<file path="src/rtl/imm_decode_stage_if.sv">
// Handshake and data bundle between the fetch buffer, the decode front end and register-read.
// The master side drives the upstream entry and the downstream ready; the slave side is the decode stage.
interface imm_decode_stage_if #(
  parameter int XLEN  = 32,
  parameter int CNT_W = 16
);
  logic             flush;
  logic             in_valid;
  logic             in_ready;
  logic [31:0]      in_instr;
  logic [XLEN-1:0]  in_pc;
  logic             out_valid;
  logic             out_ready;
  logic [31:0]      out_instr;
  logic [XLEN-1:0]  out_pc;
  logic [2:0]       out_fmt;
  logic [XLEN-1:0]  out_imm;
  logic [XLEN-1:0]  out_target;
  logic             out_illegal;
  logic [CNT_W-1:0] illegal_cnt;

  modport master (
    output flush, in_valid, in_instr, in_pc, out_ready,
    input  in_ready, out_valid, out_instr, out_pc, out_fmt, out_imm,
           out_target, out_illegal, illegal_cnt
  );

  modport slave (
    input  flush, in_valid, in_instr, in_pc, out_ready,
    output in_ready, out_valid, out_instr, out_pc, out_fmt, out_imm,
           out_target, out_illegal, illegal_cnt
  );
endinterface

</file>
<file path="src/rtl/imm_decode_stage.sv">
// Registered decode front end: classifies the instruction format from its opcode, builds the
// XLEN-wide immediate (with shift-amount handling), the PC-relative target and an illegal flag.
module imm_decode_stage #(
  parameter int XLEN  = 32,
  parameter int CNT_W = 16
) (
  input  logic               clk,
  input  logic               rst_n,
  imm_decode_stage_if.slave  bus
);

  localparam logic [2:0] FMT_I = 3'd0;
  localparam logic [2:0] FMT_S = 3'd1;
  localparam logic [2:0] FMT_B = 3'd2;
  localparam logic [2:0] FMT_U = 3'd3;
  localparam logic [2:0] FMT_J = 3'd4;
  localparam logic [2:0] FMT_R = 3'd5;
  localparam logic [2:0] FMT_X = 3'd7;

  logic [6:0]       w_opcode;
  logic [2:0]       w_funct3;
  logic             w_shift_f3;
  logic [2:0]       w_fmt;
  logic             w_shift;
  logic             w_illegal;
  logic [5:0]       w_shamt;
  logic [31:0]      w_raw;
  logic [XLEN-1:0]  w_imm;
  logic [XLEN-1:0]  w_target;
  logic             w_accept;

  logic             r_valid;
  logic [31:0]      r_instr;
  logic [XLEN-1:0]  r_pc;
  logic [2:0]       r_fmt;
  logic [XLEN-1:0]  r_imm;
  logic [XLEN-1:0]  r_target;
  logic             r_illegal;
  logic [CNT_W-1:0] r_cnt;

  // Handshake: an entry moves on a cycle where valid && ready on that side. in_ready depends only
  // on flush, the held valid and out_ready, so the stage can drain and refill in the same cycle.
  assign bus.in_ready = !bus.flush && (!r_valid || bus.out_ready);
  assign w_accept     = bus.in_valid && bus.in_ready;

  assign w_opcode   = bus.in_instr[6:0];
  assign w_funct3   = bus.in_instr[14:12];
  assign w_shift_f3 = (w_funct3 == 3'b001) || (w_funct3 == 3'b101);

  always_comb begin
    w_fmt   = FMT_X;
    w_shift = 1'b0;
    case (w_opcode)
      7'b0000011, 7'b1100111, 7'b1110011: w_fmt = FMT_I;
      7'b0010011: begin
        w_fmt   = FMT_I;
        w_shift = w_shift_f3;
      end
      7'b0011011: begin
        if (XLEN == 64) begin
          w_fmt   = FMT_I;
          w_shift = w_shift_f3;
        end
      end
      7'b0100011:             w_fmt = FMT_S;
      7'b1100011:             w_fmt = FMT_B;
      7'b0110111, 7'b0010111: w_fmt = FMT_U;
      7'b1101111:             w_fmt = FMT_J;
      7'b0110011:             w_fmt = FMT_R;
      7'b0111011: begin
        if (XLEN == 64) w_fmt = FMT_R;
      end
      default: ;
    endcase
  end

  assign w_illegal = (w_fmt == FMT_X);

  // The word-sized shifts (0011011) only ever carry a 5-bit shamt, even on a 64-bit datapath.
  assign w_shamt = ((XLEN == 64) && (w_opcode == 7'b0010011)) ? bus.in_instr[25:20]
                                                              : {1'b0, bus.in_instr[24:20]};

  always_comb begin
    w_raw = 32'd0;
    case (w_fmt)
      FMT_I: w_raw = {{20{bus.in_instr[31]}}, bus.in_instr[31:20]};
      FMT_S: w_raw = {{20{bus.in_instr[31]}}, bus.in_instr[31:25], bus.in_instr[11:7]};
      FMT_B: w_raw = {{19{bus.in_instr[31]}}, bus.in_instr[31], bus.in_instr[7],
                      bus.in_instr[30:25], bus.in_instr[11:8], 1'b0};
      FMT_U: w_raw = {bus.in_instr[31:12], 12'd0};
      FMT_J: w_raw = {{11{bus.in_instr[31]}}, bus.in_instr[31], bus.in_instr[19:12],
                      bus.in_instr[20], bus.in_instr[30:21], 1'b0};
      default: w_raw = 32'd0;
    endcase
  end

  assign w_imm    = w_shift ? XLEN'(w_shamt) : XLEN'($signed(w_raw));
  assign w_target = bus.in_pc + w_imm;

  always_ff @(posedge clk or negedge rst_n) begin
    if (!rst_n) begin
      r_valid   <= 1'b0;
      r_instr   <= '0;
      r_pc      <= '0;
      r_fmt     <= '0;
      r_imm     <= '0;
      r_target  <= '0;
      r_illegal <= 1'b0;
      r_cnt     <= '0;
    end else begin
      if (bus.flush)          r_valid <= 1'b0;
      else if (w_accept)      r_valid <= 1'b1;
      else if (bus.out_ready) r_valid <= 1'b0;

      if (w_accept) begin
        r_instr   <= bus.in_instr;
        r_pc      <= bus.in_pc;
        r_fmt     <= w_fmt;
        r_imm     <= w_imm;
        r_target  <= w_target;
        r_illegal <= w_illegal;
      end

      if (w_accept && w_illegal && (r_cnt != {CNT_W{1'b1}})) r_cnt <= r_cnt + CNT_W'(1);
    end
  end

  assign bus.out_valid   = r_valid;
  assign bus.out_instr   = r_instr;
  assign bus.out_pc      = r_pc;
  assign bus.out_fmt     = r_fmt;
  assign bus.out_imm     = r_imm;
  assign bus.out_target  = r_target;
  assign bus.out_illegal = r_illegal;
  assign bus.illegal_cnt = r_cnt;

endmodule

</file>
<file path="src/flat_wrapper.sv">
// flat-port wrapper written by rule: the top's interface ports become plain ports
module imm_decode_stage_flat 
#(
  parameter int XLEN  = 32,
  parameter int CNT_W = 16
)
  (clk, rst_n, bus_flush, bus_in_valid, bus_in_instr, bus_in_pc, bus_out_ready, bus_in_ready, bus_out_valid, bus_out_instr, bus_out_pc, bus_out_fmt, bus_out_imm, bus_out_target, bus_out_illegal, bus_illegal_cnt);
  imm_decode_stage_if #(.XLEN(XLEN), .CNT_W(CNT_W)) bus_i ();
  input  logic clk;
  input  logic rst_n;
  input wire logic [$bits(bus_i.flush)-1:0] bus_flush;
  input wire logic [$bits(bus_i.in_valid)-1:0] bus_in_valid;
  input wire logic [$bits(bus_i.in_instr)-1:0] bus_in_instr;
  input wire logic [$bits(bus_i.in_pc)-1:0] bus_in_pc;
  input wire logic [$bits(bus_i.out_ready)-1:0] bus_out_ready;
  output wire logic [$bits(bus_i.in_ready)-1:0] bus_in_ready;
  output wire logic [$bits(bus_i.out_valid)-1:0] bus_out_valid;
  output wire logic [$bits(bus_i.out_instr)-1:0] bus_out_instr;
  output wire logic [$bits(bus_i.out_pc)-1:0] bus_out_pc;
  output wire logic [$bits(bus_i.out_fmt)-1:0] bus_out_fmt;
  output wire logic [$bits(bus_i.out_imm)-1:0] bus_out_imm;
  output wire logic [$bits(bus_i.out_target)-1:0] bus_out_target;
  output wire logic [$bits(bus_i.out_illegal)-1:0] bus_out_illegal;
  output wire logic [$bits(bus_i.illegal_cnt)-1:0] bus_illegal_cnt;
  assign bus_i.flush = bus_flush;
  assign bus_i.in_valid = bus_in_valid;
  assign bus_i.in_instr = bus_in_instr;
  assign bus_i.in_pc = bus_in_pc;
  assign bus_i.out_ready = bus_out_ready;
  assign bus_in_ready = bus_i.in_ready;
  assign bus_out_valid = bus_i.out_valid;
  assign bus_out_instr = bus_i.out_instr;
  assign bus_out_pc = bus_i.out_pc;
  assign bus_out_fmt = bus_i.out_fmt;
  assign bus_out_imm = bus_i.out_imm;
  assign bus_out_target = bus_i.out_target;
  assign bus_out_illegal = bus_i.out_illegal;
  assign bus_illegal_cnt = bus_i.illegal_cnt;
  imm_decode_stage #(.XLEN(XLEN), .CNT_W(CNT_W)) u_core (.clk(clk), .rst_n(rst_n), .bus(bus_i));
endmodule
</file>
<file path="config.mk">
export PLATFORM = sky130hd
export DESIGN_NAME = imm_decode_stage_flat
export DESIGN_NICKNAME = d
export VERILOG_FILES = /design/src/rtl/imm_decode_stage_if.sv /design/src/rtl/imm_decode_stage.sv /design/src/flat_wrapper.sv
export SDC_FILE = /design/constraint.sdc
export NUM_CORES = 1
export LEC_CHECK = 0
export CAP_MARGIN = 10
export CORE_ASPECT_RATIO = 1.4
export CORE_MARGIN = 3
export CORE_UTILIZATION = 40
export CTS_BUF_LIST = sky130_fd_sc_hd__clkbuf_16
export DETAILED_ROUTE_END_ITERATION = 10
export PLACE_DENSITY = 0.69
export SYNTH_ARGS = -nofsm -noshare
export SYNTH_HDL_FRONTEND = slang
export SYNTH_SLANG_ARGS = --single-unit
</file>
<file path="constraint.sdc">
create_clock -name clk -period 2 [get_ports clk]
set_input_delay 0.3 -clock clk [delete_from_list [all_inputs] [get_ports clk]]
set_output_delay 0.3 -clock clk [all_outputs]
set_load 0.05 [all_outputs]
</file>
==> summary.log <==
[outcome] outcome finished, violations left
[outcome] violations in the final reports setup timing
[min_path] class of the worst hold path input pin to register
[grt] overall fraction of global-route tracks in use 0.257
[cells_and_area] # diodes 0
[grt] met3 track utilization from global routing 0.0485
[clock_network] CTS clk-pin slew, worst paths 0.07 ns
[critical_path] critical-path cell list buf_6, and3b_1, o32a_1, o22ai_2, nand2_4, a21oi_4, and2_4, ha_4, a211oi_1, o21ai_2, o21ai_2, a311oi_2, o21ai_2, buf_4, o21ai_2, or4_1, nand3_1
[cells_and_area] total number of nets in the final design 1410
[floorplanning] DIE HEIGHT 172 um
[floorplanning] Core Box Area 19300 sq um
[grt] met1 layer usage reported by global route 0.292
[floorplanning] Die Wd 125 um
[synthesis] primary flip-flop cell chosen by synthesis mapping dfrtp_1
[critical_path] slack of the worst reg-to-reg path 0.10 ns
[critical_path] critical path class input pin to register
[grt] busiest layer in global routing met2
[grt] pin count of the biggest net entering global routing 57
[critical_path] Data required, critical path 2.36 ns
[grt] global-route wire length before repair 44000 um
[synthesis] Synth cell types 64
[cells_and_area] share of final-layout standard cells stronger than drive strength 1 0.327
[floorplanning] Core Rows 60
[timing] final critical-path required period 3.22 ns
[grt] initial antenna violation count 0
[clock_network] TritonCTS clock tree built
[critical_path] start point of the critical path bus_in_instr[5]
[timing] slew at the pin closest to its max-slew limit 0.568 ns
[routing] Post-DRT Antenna Nets 0
[timing] number of max-slew violations in the final report 0
[synthesis] share of synthesized registers carrying an async set or reset 1.00
[routing] vias 8110
[routing] average wire per standard cell 18.3 um
[cells_and_area] share of the core filled with cells 0.702
[timing] number of endpoints failing setup at the final stage 29
[synthesis] number of flops mapped to enable cells by yosys 0
[critical_path] cell depth of the worst setup path 17
[floorplanning] Initial Utilization 0.410
[critical_path] R2R Path End u_core.bus.out_target[29]
[timing] Fin. Hold Viols 0
[routing] number of DRC markers in iteration 0 398
[timing] Fin Clk Skew 0.00659 ns
[timing] max frequency 0.310 GHz
[timing] smallest setup slack after layout -1.22 ns
[synthesis] Post-Synthesis Net Count 1006
[critical_path] R2R Path Start u_core.bus.out_valid
[timing] worst hold slack after final layout 0.103 ns
[critical_path] destination of the critical timing path u_core.bus.out_target[31]
[critical_path] reg2reg path depth 8
[critical_path] endpoint arrival time on the critical path 3.59 ns
[synthesis] post-synthesis area per instance 8.74 sq um
[timing] Max-slew headroom 0.620
[synthesis] number of register bits inferred by synthesis 149
[routing] number of detailed-routing iterations run before antenna repair 5
[synthesis] most numerous cell types in the synthesized netlist 307 x nand2_1, 149 x dfrtp_1, 54 x nor2_1
[synthesis] post-synthesis cell type with the largest combined area dfrtp_1
[routing] total wirelength of the detailed-routed design 28700 um
[critical_path] sort of element at the end of the critical path register
[clock_network] number of buffers created by CTS 17
[clock_network] root cell of the clock tree clkbuf_16
[placement] number of buffer cells added on primary ports 218
[synthesis] count leader, synth nand2_1
[synthesis] share of Yosys cell area claimed by the top area cell type 0.472
[critical_path] crit path launch type input pin
[clock_network] Longest Clk Path Bufs 2
[critical_path] category of cells accounting for the largest share of critical-path delay compound AO/OA/AOI/OAI gates
[pwr] power density normalized to cell area 801 nW/um^2
[critical_path] crit-path max cell delay 0.41 ns
[critical_path] CP bufs+invs 2
[critical_path] critical-path cell with the highest stage delay or4_1
[pwr] Static Leakage 6.42 nW
[clock_network] worst-skew pair later-pin latency 0.43 ns
[grt] GRT Residual Overflow 0
[job] total of max-cap violations 0
[timing] RSZ-0062 raised after global routing true
[routing] average vias per placed instance 5.17
[synthesis] synth warn 0
[placement] Final Wtd Congestion 0.895
[timing] final worst-path cycle share 1.61
[grt] vias in the first global route 8336
[placement] pre-CTS setup slack -2.12 ns
[grt] global routing met2 resource utilization 0.475
[floorplanning] IO Count 219
[clock_network] sink count of the clock tree 149
[placement] HPWL after detailed placement 20400 um
[critical_path] crit-path max FO 9
[pwr] peak supply drop 0.000601 V
[clock_network] deepest level of the CTS H-tree 4
[synthesis] gate count of the mapped netlist 904
[cells_and_area] synthesis-to-finish area growth 71.4%
[floorplanning] floorplan die area 21500 sq um
[synthesis] sequential fraction of the synthesis area 0.472
[synthesis] largest cells by area after synthesis dfrtp_1 47%, nand2_1 15%, ha_1 5.1%, o21ai_0 3.0%, mux2_2 2.7%
[routing] DRC errors left 0
[pwr] post-layout power 10.8 mW
[critical_path] cell seen most often among critical-path stages o21ai_2
[synthesis] post-synthesis cell area 7910 sq um
-- layer usage --
| layer | routed length (um) | vias to the layer above |
|---|---|---|
| met2 | 15000 | 252 |
| li1 | - | 3884 |
| met5 | 0 | - |
| met4 | 1340 | 0 |
| met3 | 1410 | 67 |
| met1 | 11000 | 3907 |
-- registers in the layout, summed over array words and instances (netlist names) --
name,cells
u_core.bus.illegal_cnt,16
u_core.bus.out_target,32
u_core.bus.out_fmt,3
u_core.bus.out_pc,32
u_core.bus.out_illegal,1
u_core.bus.out_valid,1
u_core.bus.out_imm,32
u_core.bus.out_instr,32
-- per-stage QoR --
step                cell area [sq um]  setup TNS, ns  cells
floorplan                        8090         -94.92    904
finish                          13500         -24.18   1569
global placement                11700         -73.27   1498
detailed placement              11700         -75.82   1498
CTS                             13200         -22.72   1559
global route                    13500         -27.81   1569
-- cell type report --
class	instances	area (sq um)
Clock buffer	17	425
Clock inverter	15	215
Fill cell	1408	5750
Inverter	7	26.3
Multi-Input combinational cell	702	4930
Sequential cell	149	3730
Tap cell	248	310
Timing Repair Buffer	431	3910
-- worst min-delay path, delay by kind of cell --
kind / cells / cell delay, ns
simple gates: 2 / 0.10
buf+inv: 1 / 0.09
-- how the worst min path moves through the flow --
stage               cells after the start  slack, ns             from                         to
global route                            3       0.09  bus_in_instr[1]    u_core.bus.out_instr[1]
finish                                  3       0.10  bus_in_instr[1]    u_core.bus.out_instr[1]
detailed placement                      1       0.31            rst_n  u_core.bus.illegal_cnt[9]
CTS                                     3       0.11  bus_in_instr[0]    u_core.bus.out_instr[0]
global placement                        1       0.31            rst_n  u_core.bus.illegal_cnt[9]
floorplan                               0      0.004            rst_n  u_core.bus.illegal_cnt[0]
-- where the power goes --
group	internal (mW)	switching [mW]	total, mW
combinational	1.30	2.36	3.66
sequential	3.41	0.268	3.67
clock	2.12	1.39	3.51
-- repair_timing --
item	CTS	global route
setup buffers	29	12
hold endpoints to repair	51	0
setup endpoints to repair	68	39
resized for setup	175	65
hold buffers	1	0
pin swaps	71	48
-- cells in the final DEF (no fill, tap or decap), types with 10 or more instances in the layout --
cell type,count
a21o_1,10
a21oi_1,13
a21oi_2,20
a31oi_1,13
buf_4,198
buf_6,23
clkbuf_16,17
clkdlybuf4s50_1,186
dfrtp_1,149
ha_4,24
mux2_2,19
nand2_1,293
nand2_2,10
nand3_1,16
nand4_1,12
nor2_1,41
o21ai_0,20
o21ai_1,20
o21ai_2,12
xnor2_1,19
xor2_1,16
-- cells by family after synthesis --
logic type	share of synthesized area
multiplexers	0.0309
adder cells (fa/ha/maj)	0.0532
buffers and inverters	0.0267
XOR/XNOR	0.0454
AND/OR/NAND/NOR	0.241
flip-flops	0.472
AO/OA/AOI/OAI	0.131
(Power assumes the default switching activity.)
